### src/rtl/mdio_responder.sv
// MDIO (clause 22) management-frame responder, oversampling MDC in the clk domain.
// Optional build macro MDIO_ADDR_FILTER_EN: silently skip frames whose PHYAD != PHY_ADDR.
module mdio_responder #(
  parameter logic [4:0] PHY_ADDR = 5'd0
) (
  input  logic        clk,
  input  logic        rst,
  input  logic        MDC,
  input  logic        MDIO_OUT,
  input  logic        MDIO_OE,
  output logic        MDIO_RSP,
  output logic        MDIO_RSP_OE,
  output logic [4:0]  ADDR,
  output logic [15:0] WR_DATA,
  output logic        WR_STB,
  output logic        RD_REQ,
  input  logic [15:0] RD_DATA,
  output logic        FRAME_ERR
);

  typedef enum logic [2:0] {
    IDLE, ST, OP, ADDRS, TA, WDATA, RDATA, SKIP
  } state_t;

  state_t      state_q, state_d;
  logic [4:0]  cnt_q, cnt_d;
  logic        mdc_q;
  logic [15:0] shift_q, shift_d;
  logic [15:0] rdShift_q, rdShift_d;
  logic        opRead_q, opRead_d;
  logic        rdLat_q;
  logic        rsp_q, rsp_d;
  logic        rspOe_q, rspOe_d;
  logic [4:0]  addr_q, addr_d;
  logic [15:0] wrData_q, wrData_d;
  logic        wrStb_q, wrStb_d;
  logic        rdReq_q, rdReq_d;
  logic        frameErr_q, frameErr_d;

  logic        rise, fall;
  logic [4:0]  cntInc;
  logic [1:0]  twoBits;
  logic        phyHit;
  logic        phyMatch;

  assign rise    = MDC & ~mdc_q;
  assign fall    = ~MDC & mdc_q;
  assign cntInc  = cnt_q + 5'd1;
  assign twoBits = {shift_q[0], MDIO_OUT};
  assign phyHit  = (shift_q[8:4] == PHY_ADDR);

`ifdef MDIO_ADDR_FILTER_EN
  assign phyMatch = phyHit;
`else
  // Without the filter every PHYAD is answered; the compare folds away.
  assign phyMatch = phyHit | 1'b1;
`endif

  // cnt_q holds the index of the last frame bit received, so a rise with
  // cnt_q == N delivers frame bit N+1 (0-based, MSB first).
  always_comb begin
    state_d    = state_q;
    cnt_d      = cnt_q;
    shift_d    = shift_q;
    rdShift_d  = rdLat_q ? RD_DATA : rdShift_q;
    opRead_d   = opRead_q;
    rsp_d      = rsp_q;
    rspOe_d    = rspOe_q;
    addr_d     = addr_q;
    wrData_d   = wrData_q;
    wrStb_d    = 1'b0;
    rdReq_d    = 1'b0;
    frameErr_d = 1'b0;

    if (rise) begin
      shift_d = {shift_q[14:0], MDIO_OUT};
    end

    case (state_q)
      IDLE: begin
        cnt_d = 5'd0;
        if (rise && MDIO_OE && !MDIO_OUT) begin
          state_d = ST;
        end
      end

      ST: begin
        if (!MDIO_OE) begin
          frameErr_d = 1'b1;
          state_d    = IDLE;
        end else if (rise) begin
          if (MDIO_OUT) begin
            cnt_d   = 5'd1;
            state_d = OP;
          end else begin
            frameErr_d = 1'b1;
            state_d    = IDLE;
          end
        end
      end

      OP: begin
        if (!MDIO_OE) begin
          frameErr_d = 1'b1;
          state_d    = IDLE;
        end else if (rise) begin
          cnt_d = cntInc;
          if (cnt_q == 5'd2) begin
            case (twoBits)
              2'b01: begin
                opRead_d = 1'b0;
                state_d  = ADDRS;
              end
              2'b10: begin
                opRead_d = 1'b1;
                state_d  = ADDRS;
              end
              default: begin
                frameErr_d = 1'b1;
                state_d    = SKIP;
              end
            endcase
          end
        end
      end

      ADDRS: begin
        if (!MDIO_OE) begin
          frameErr_d = 1'b1;
          state_d    = IDLE;
        end else if (rise) begin
          cnt_d = cntInc;
          if (cnt_q == 5'd12) begin
            addr_d = {shift_q[3:0], MDIO_OUT};
            if (!phyMatch) begin
              state_d = SKIP;
            end else if (opRead_q) begin
              rdReq_d = 1'b1;
              state_d = RDATA;
            end else begin
              state_d = TA;
            end
          end
        end
      end

      TA: begin
        if (rise) begin
          cnt_d = cntInc;
          if (cnt_q == 5'd14) begin
            if (twoBits == 2'b10) begin
              state_d = WDATA;
            end else begin
              frameErr_d = 1'b1;
              state_d    = SKIP;
            end
          end
        end
      end

      WDATA: begin
        if (!MDIO_OE) begin
          frameErr_d = 1'b1;
          state_d    = IDLE;
        end else if (rise) begin
          cnt_d = cntInc;
          if (cnt_q == 5'd30) begin
            wrData_d = {shift_q[14:0], MDIO_OUT};
            wrStb_d  = 1'b1;
            state_d  = IDLE;
          end
        end
      end

      RDATA: begin
        if (rise) begin
          cnt_d = cntInc;
        end
        // Falls after rise 15 (TA zero), rises 16..31 (data), rise 32 (release).
        if (fall) begin
          if (cnt_q == 5'd14) begin
            rspOe_d = 1'b1;
            rsp_d   = 1'b0;
          end else if (cnt_q == 5'd31) begin
            rspOe_d = 1'b0;
            rsp_d   = 1'b0;
            state_d = IDLE;
          end else if (cnt_q >= 5'd15) begin
            rsp_d     = rdShift_q[15];
            rdShift_d = {rdShift_q[14:0], 1'b0};
          end
        end
      end

      SKIP: begin
        if (rise) begin
          cnt_d = cntInc;
          if (cnt_q == 5'd30) begin
            state_d = IDLE;
          end
        end
      end

      default: begin
        state_d = IDLE;
      end
    endcase
  end

  always_ff @(posedge clk) begin
    if (!rst) begin
      state_q    <= IDLE;
      cnt_q      <= 5'd0;
      mdc_q      <= MDC;
      shift_q    <= 16'd0;
      rdShift_q  <= 16'd0;
      opRead_q   <= 1'b0;
      rdLat_q    <= 1'b0;
      rsp_q      <= 1'b0;
      rspOe_q    <= 1'b0;
      addr_q     <= 5'd0;
      wrData_q   <= 16'd0;
      wrStb_q    <= 1'b0;
      rdReq_q    <= 1'b0;
      frameErr_q <= 1'b0;
    end else begin
      state_q    <= state_d;
      cnt_q      <= cnt_d;
      mdc_q      <= MDC;
      shift_q    <= shift_d;
      rdShift_q  <= rdShift_d;
      opRead_q   <= opRead_d;
      rdLat_q    <= rdReq_q;
      rsp_q      <= rsp_d;
      rspOe_q    <= rspOe_d;
      addr_q     <= addr_d;
      wrData_q   <= wrData_d;
      wrStb_q    <= wrStb_d;
      rdReq_q    <= rdReq_d;
      frameErr_q <= frameErr_d;
    end
  end

  assign MDIO_RSP    = rsp_q;
  assign MDIO_RSP_OE = rspOe_q;
  assign ADDR        = addr_q;
  assign WR_DATA     = wrData_q;
  assign WR_STB      = wrStb_q;
  assign RD_REQ      = rdReq_q;
  assign FRAME_ERR   = frameErr_q;

endmodule

### config.mk
export PLATFORM = sky130hd
export DESIGN_NAME = mdio_responder
export DESIGN_NICKNAME = d
export VERILOG_FILES = /design/src/rtl/mdio_responder.sv
export SDC_FILE = /design/constraint.sdc
export NUM_CORES = 1
export LEC_CHECK = 0
export BUFFER_PORTS_ARGS = -buffer_cell sky130_fd_sc_hd__buf_2
export CORE_ASPECT_RATIO = 1.5
export CORE_MARGIN = 2
export CORE_UTILIZATION = 45
export CTS_CLUSTER_SIZE = 25
export DETAILED_ROUTE_END_ITERATION = 10
export GPL_TIMING_DRIVEN = 1
export PLACE_DENSITY = 0.64
export SLEW_MARGIN = 15
export SYNTH_ARGS = -nofsm -noshare
export SYNTH_HDL_FRONTEND = slang
export SYNTH_SLANG_ARGS = --single-unit
### constraint.sdc
create_clock -name clk -period 2.4 [get_ports clk]
set_input_delay 0.24 -clock clk [delete_from_list [all_inputs] [get_ports clk]]
set_output_delay 0.24 -clock clk [all_outputs]
set_load 0.02 [all_outputs]
==> results of run 1 <==
final timing paths:
| path | from | end | cells past startpoint |
|---|---|---|---|
| max | cnt_q[0] | state_q[1] | 7 |
| min | MDC | mdc_q | 1 |
| max reg2reg | cnt_q[0] | state_q[1] | 7 |
| min reg2reg | MDIO_RSP | MDIO_RSP | 2 |
cell type report:
type / instances / area [µm²] / area share
multi-input cells: 244 / 1580 / 0.442
flip-flops and latches: 68 / 1360 / 0.382
repair buffers: 56 / 305 / 0.0856
clock buffers: 10 / 138 / 0.0386
well taps: 78 / 97.6 / 0.0274
clock inverters: 6 / 61.3 / 0.0172
inverters: 7 / 26.3 / 0.00737
power groups by stage:
stage	Combinational (mW)	Clock, mW	Sequential (mW)
global route	0.315	1.00	1.19
CTS	0.285	0.951	1.19
global placement	0.284	0	1.21
detailed placement	0.284	0	1.21
floorplan	0.223	0	1.19
finish	0.287	0.922	1.19
per-stage QoR:
stage / util / cell area (µm²) / total power, mW / hold WS (ps) / setup slack [ps]
final: 0.527 / 3560 / 2.40 / 40.9 / 363
after global routing: 0.527 / 3560 / 2.51 / 26.2 / 226
after CTS: 0.527 / 3560 / 2.42 / 26.9 / 355
after detailed placement: 0.498 / 3370 / 1.50 / 385 / 387
after global placement: 0.498 / 3370 / 1.50 / 390 / 415
after floorplan: - / 3100 / 1.41 / 268 / 488
cells in the final DEF, fill, tap and decap left out, types with 4 or more instances in the layout:
master,synthesis,routed
nand2_1,37,37
ha_1,6,6
dfxtp_1,68,68
buf_4,2,10
a211oi_1,15,15
nand3_1,5,5
nand2b_1,7,7
clkbuf_8,0,10
inv_1,6,6
nand4_1,5,5
and3_1,4,4
buf_2,8,46
mux2i_1,38,38
a21oi_1,24,24
o21ai_0,4,4
nor2b_1,4,4
nor2_1,49,49
nor3_1,5,5
Yosys cell counts (6+ instances only):
| master | count |
|---|---|
| clkbuf_1 | 13 |
| inv_1 | 6 |
| dfxtp_1 | 68 |
| a211oi_1 | 15 |
| buf_2 | 8 |
| nor2_1 | 49 |
| nand2_1 | 37 |
| ha_1 | 6 |
| mux2i_1 | 38 |
| nand2b_1 | 7 |
| a21oi_1 | 24 |
worst max-delay path, stage by stage, from the launching register on:
cell      delay [ps]
dfxtp_1          360
ha_1             240
and3_1           210
ha_1             220
nand4_1           90
or4b_4           490
and2_1           170
a311oi_2         180
state kept, by name, indices dropped and copies added, names as in the netlist:
| name | cells |
|---|---|
| RD_REQ | 1 |
| rdLat_q | 1 |
| mdc_q | 1 |
| WR_DATA | 16 |
| MDIO_RSP_OE | 1 |
| FRAME_ERR | 1 |
| state_q | 3 |
| shift_q | 15 |
| opRead_q | 1 |
| MDIO_RSP | 1 |
| ADDR | 5 |
| rdShift_q | 16 |
| WR_STB | 1 |
| cnt_q | 5 |
metal layers:
layer  part of all wire  routed length [µm]
met1               0.44                2820
met2               0.49                3180
met3              0.047                 301
met4              0.019                 119
met5                  0                   0
cells by family after synthesis:
logic type               Yosys count  share of synthesized area
buffers and inverters             35                     0.0553
flip-flops                        68                      0.439
multiplexers                      39                      0.126
AND/OR/NAND/NOR                  135                      0.213
adder cells (fa/ha/maj)            6                     0.0242
AO/OA/AOI/OAI                     64                      0.142
==> run summary, run 1 <==
status -> completed
die height -> 106 µm
RSZ-0062 raised after global routing -> false
TritonCTS Sinks -> 68
synth warn -> 0
Sw Ratio -> 0.261
WP data arrival -> 2280 ps
Unique masters post-synth -> 49
skew final -> 12.3 ps
final period utilization -> 0.849
Ant. Diodes -> 0
number of buffers added for setup after CTS -> 0
Worst-path clk slew -> 70 ps
fillers -> 666
GRT busiest layer -> met2
met1 Use GR -> 0.223
r2r setup slk -> 360 ps
Reg power frac -> 0.496
Fmax -> 491 MHz
detailed-placement wirelength estimate -> 4490 µm
CTS tree -> yes
H-tree Lvls -> 3
nets -> 413
Syn Area/Cell -> 8.94 µm²
Crit Path Max Fanout -> 6
gr usage total -> 0.180
Worst Max-Slew Pin Slew -> 643 ps
Routed Antenna Nets -> 0
endpoint class of the critical path -> flip-flop
Clock Path Buffers -> 2
Rows -> 37
area leader, netlist -> dfxtp_1
endpoints failing hold -> 0
Layout area overhead -> 14.9%
Comb pwr share -> 0.120
via count -> 2535
register area share after synthesis -> 0.439
DRC viols -> 0
top cells by area, synth -> dfxtp_1, mux2i_1, nor2_1
internal power -> 1.77 mW
met2 usage -> 0.288
Max rail drop VDD -> 483 µV
Post-Syn Instances -> 347
syn nets -> 374
final WL -> 6420 µm
count of flip-flops with a built-in enable after synthesis -> 0
flops & latches, synth -> 68
max-capacitance violation count -> 0
share of total power in the clock network -> 0.385
share of the synthesized area in the top cell type -> 0.439
CP required -> 2640 ps
Post-Layout Cell Count -> 469
P per Cell Area -> 673 nW/µm²
fin. max-slew vios -> 0
global route total overflow -> 0
setup tns final -> 0 ps
dpl cells -> 453
Clock Latency Late Sink -> 330 ps
Post-CTS Resized -> 0
TritonCTS buffer count -> 9
WL/cell -> 13.7 µm
die area -> 7590 µm²
met3 usage -> 0.0430
Setup CP Type -> flip-flop to flip-flop
initial DRC count -> 111
post-synthesis instance area -> 3100 µm²
die width -> 71.8 µm
Starting Density -> 0.459
Vias/cell -> 5.41
RD Place Congestion -> 0.882
input/output buffers -> 46
Hold Buf Count CTS -> 0
Primary FF master, synth -> dfxtp_1
initial antenna violation count -> 0
number of global-route vias before repair -> 2402
first-pass GRT wire length -> 10900 µm
root buffer cell -> clkbuf_8
min Tclk post-route -> 2040 ps
pin count of the biggest net entering global routing -> 37
core area -> 6760 µm²
switching pwr -> 625 µW
slew margin rel. -> 0.571
layout cell share with drive strength beyond 1 -> 0.228
Critical Path Source Type -> flip-flop
worst hold path type -> input port to flip-flop
Async S/R FF share, synth -> 0
IO Pins -> 47
Final setup viols -> 0
Initial DRT Pass Iterations -> 4
leak pwr -> 1.40 nW
No activity file was read; power rests on OpenSTA's default activity.
==> inputs of run 2 (changes only) <==
clock period = 2.1 ns   (was 2.4 ns; I/O delays follow)
==> run 2 against run 1 <==
  * Non-clock buffer count rose by 7
  * Sequential share of layout area decreased by 0.95 points
  * Sequential cell count stayed put
  * Largest power group unchanged
  * Worst hold slack got worse by 19 ps
  * Total power up 17%
  * First-iteration DRC count fell by 25%
  * Register-to-register slack worse by 240 ps
  * Die area stayed put
  * Critical path depth unchanged
  * Clock skew shrank 4.7 ps
  * Routed wire length is 0.33% higher
  * Design area increased by 2.6%
==> run summary, run 2 (synthesis gave the netlist of run 1 again) <==
number of global-route vias before repair -> 2438 (was 2402)
Initial DRT Pass Iterations -> 4 (unchanged)
Worst-path clk slew -> 70 ps (about the same)
placed cell area -> 3440 µm² (was 3370 µm²)
FF+latch area -> 1360 µm² (about the same)
detailed-placement wirelength estimate -> 4570 µm (was 4490 µm)
endpoints failing hold -> 0 (unchanged)
Post-Layout Cell Count -> 476 (was 469)
Core Util, Final -> 0.541 (was 0.527)
Fmax -> 507 MHz (was 491 MHz)
critical path startpoint -> cnt_q[0] (unchanged)
Routed Antenna Nets -> 0 (unchanged)
fin. max-slew vios -> 0 (unchanged)
die width -> 71.8 µm (unchanged)
Critical Path Source Type -> flip-flop (unchanged)
status -> completed (unchanged)
min Tclk post-route -> 1970 ps (was 2040 ps)
root buffer cell -> clkbuf_8 (unchanged)
worst hold path type -> input port to flip-flop (unchanged)
via count -> 2587 (was 2535)
most common cell after layout, fill and taps aside -> dfxtp_1 (unchanged)
initial antenna violation count -> 0 (unchanged)
skew final -> 7.59 ps (was 12.3 ps)
Crit Path Max Fanout -> 6 (unchanged)
first-pass GRT wire length -> 10800 µm (was 10900 µm)
RD Place Congestion -> 0.874 (was 0.882)
r2r setup slk -> 130 ps (was 360 ps)
Power, Total -> 2.81 mW (was 2.40 mW)
layout cell share with drive strength beyond 1 -> 0.246 (was 0.228)
leak pwr -> 1.44 nW (was 1.40 nW)
die height -> 106 µm (unchanged)
Rows -> 37 (unchanged)
Worst Max-Slew Pin Slew -> 632 ps (was 643 ps)
commonest cells after routing, fill and taps aside -> dfxtp_1, nor2_1, buf_2 (unchanged)
WP data arrival -> 2210 ps (was 2280 ps)
Vias/cell -> 5.43 (was 5.41)
initial DRC count -> 83 (was 111)
WL/cell -> 13.5 µm (was 13.7 µm)
Setup CP Type -> flip-flop to flip-flop (unchanged)
global route total overflow -> 0 (unchanged)
area of the multi-input gates -> 1580 µm² (about the same)
dpl cells -> 460 (was 453)
IO Pins -> 47 (unchanged)
slew margin rel. -> 0.578 (was 0.571)
CP required -> 2340 ps (was 2640 ps)
TritonCTS Sinks -> 68 (unchanged)
endpoint class of the critical path -> flip-flop (unchanged)
worst setup path endpoint -> state_q[1] (unchanged)
DRC viols -> 0 (unchanged)
Crit Reg-Reg Endpoint -> state_q[1] (unchanged)
Ant. Diodes -> 0 (unchanged)
final instance area -> 3660 µm² (was 3560 µm²)
Post-CTS Resized -> 0 (unchanged)
setup tns final -> 0 ps (unchanged)
die area -> 7590 µm² (unchanged)
final period utilization -> 0.940 (was 0.849)
worst-case reg-to-reg path depth -> 7 (unchanged)
final WL -> 6440 µm (was 6420 µm)
number of buffers added for setup after CTS -> 0 (unchanged)
Clock Path Buffers -> 2 (unchanged)
nets -> 420 (was 413)
gr usage total -> 0.178 (was 0.180)
H-tree Lvls -> 3 (unchanged)
TritonCTS buffer count -> 9 (unchanged)
Hold Buf Count CTS -> 0 (unchanged)
Starting Density -> 0.459 (unchanged)
input/output buffers -> 46 (unchanged)
Clock Latency Late Sink -> 330 ps (about the same)
Final setup viols -> 0 (unchanged)
Layout area overhead -> 18.0% (was 14.9%)
core area -> 6760 µm² (unchanged)
max-capacitance violation count -> 0 (unchanged)
fillers -> 630 (was 666)
Critical R2R Launch -> cnt_q[0] (unchanged)
P per Cell Area -> 768 nW/µm² (was 673 nW/µm²)
Max rail drop VDD -> 596 µV (was 483 µV)
pin count of the biggest net entering global routing -> 37 (unchanged)
RSZ-0062 raised after global routing -> false (unchanged)
CTS tree -> yes (unchanged)
[run 2: worst min-delay path by stage]
stage	startpoint	cells after the start	slack (ps)	endpoint
final	MDC	1	20	mdc_q
after global routing	MDC	1	4	mdc_q
after CTS	MDC	1	6	mdc_q
after detailed placement	MDC	1	360	mdc_q
after global placement	MDC	1	350	mdc_q
after floorplan	MDC	0	240	mdc_q
[run 2: metal layers]
layer | global-route usage | up-vias | wire length (µm)
met3 | 0.0497 | 14 | 314
met5 | 0 | - | 0
met2 | 0.291 | 65 | 3150
met1 | 0.210 | 1196 | 2800
li1 | - | 1312 | -
met4 | 0.0903 | 0 | 188
[run 2: per-stage QoR]
step / setup WS (ps) / hold slack, ps
final: 126 / 21.7
after global routing: 0.554 / 4.49
after CTS: 61.1 / 6.48
after detailed placement: 70.6 / 356
after global placement: 113 / 350
after floorplan: 188 / 238
[run 2: where the power goes]
group | internal, mW | switching, mW
Sequential | 1.31 | 0.0336
Combinational | 0.159 | 0.210
Clock | 0.615 | 0.482
[run 2: worst max-delay path: stages (launching register included)]
cell and delay (ps):
dfxtp_2 350, ha_1 220, and3_1 210, ha_2 190
nand4_1 70, or4b_4 490, and2_1 170, a311oi_2 180
[run 2: cell type report]
| class | instances | area share |
|---|---|---|
| inverter | 7 | 0.00718 |
| clock buffer | 11 | 0.0414 |
| sequential | 68 | 0.372 |
| tap | 78 | 0.0267 |
| multi-input combinational | 244 | 0.431 |
| clock inverter | 5 | 0.0164 |
| timing repair buffer | 63 | 0.105 |
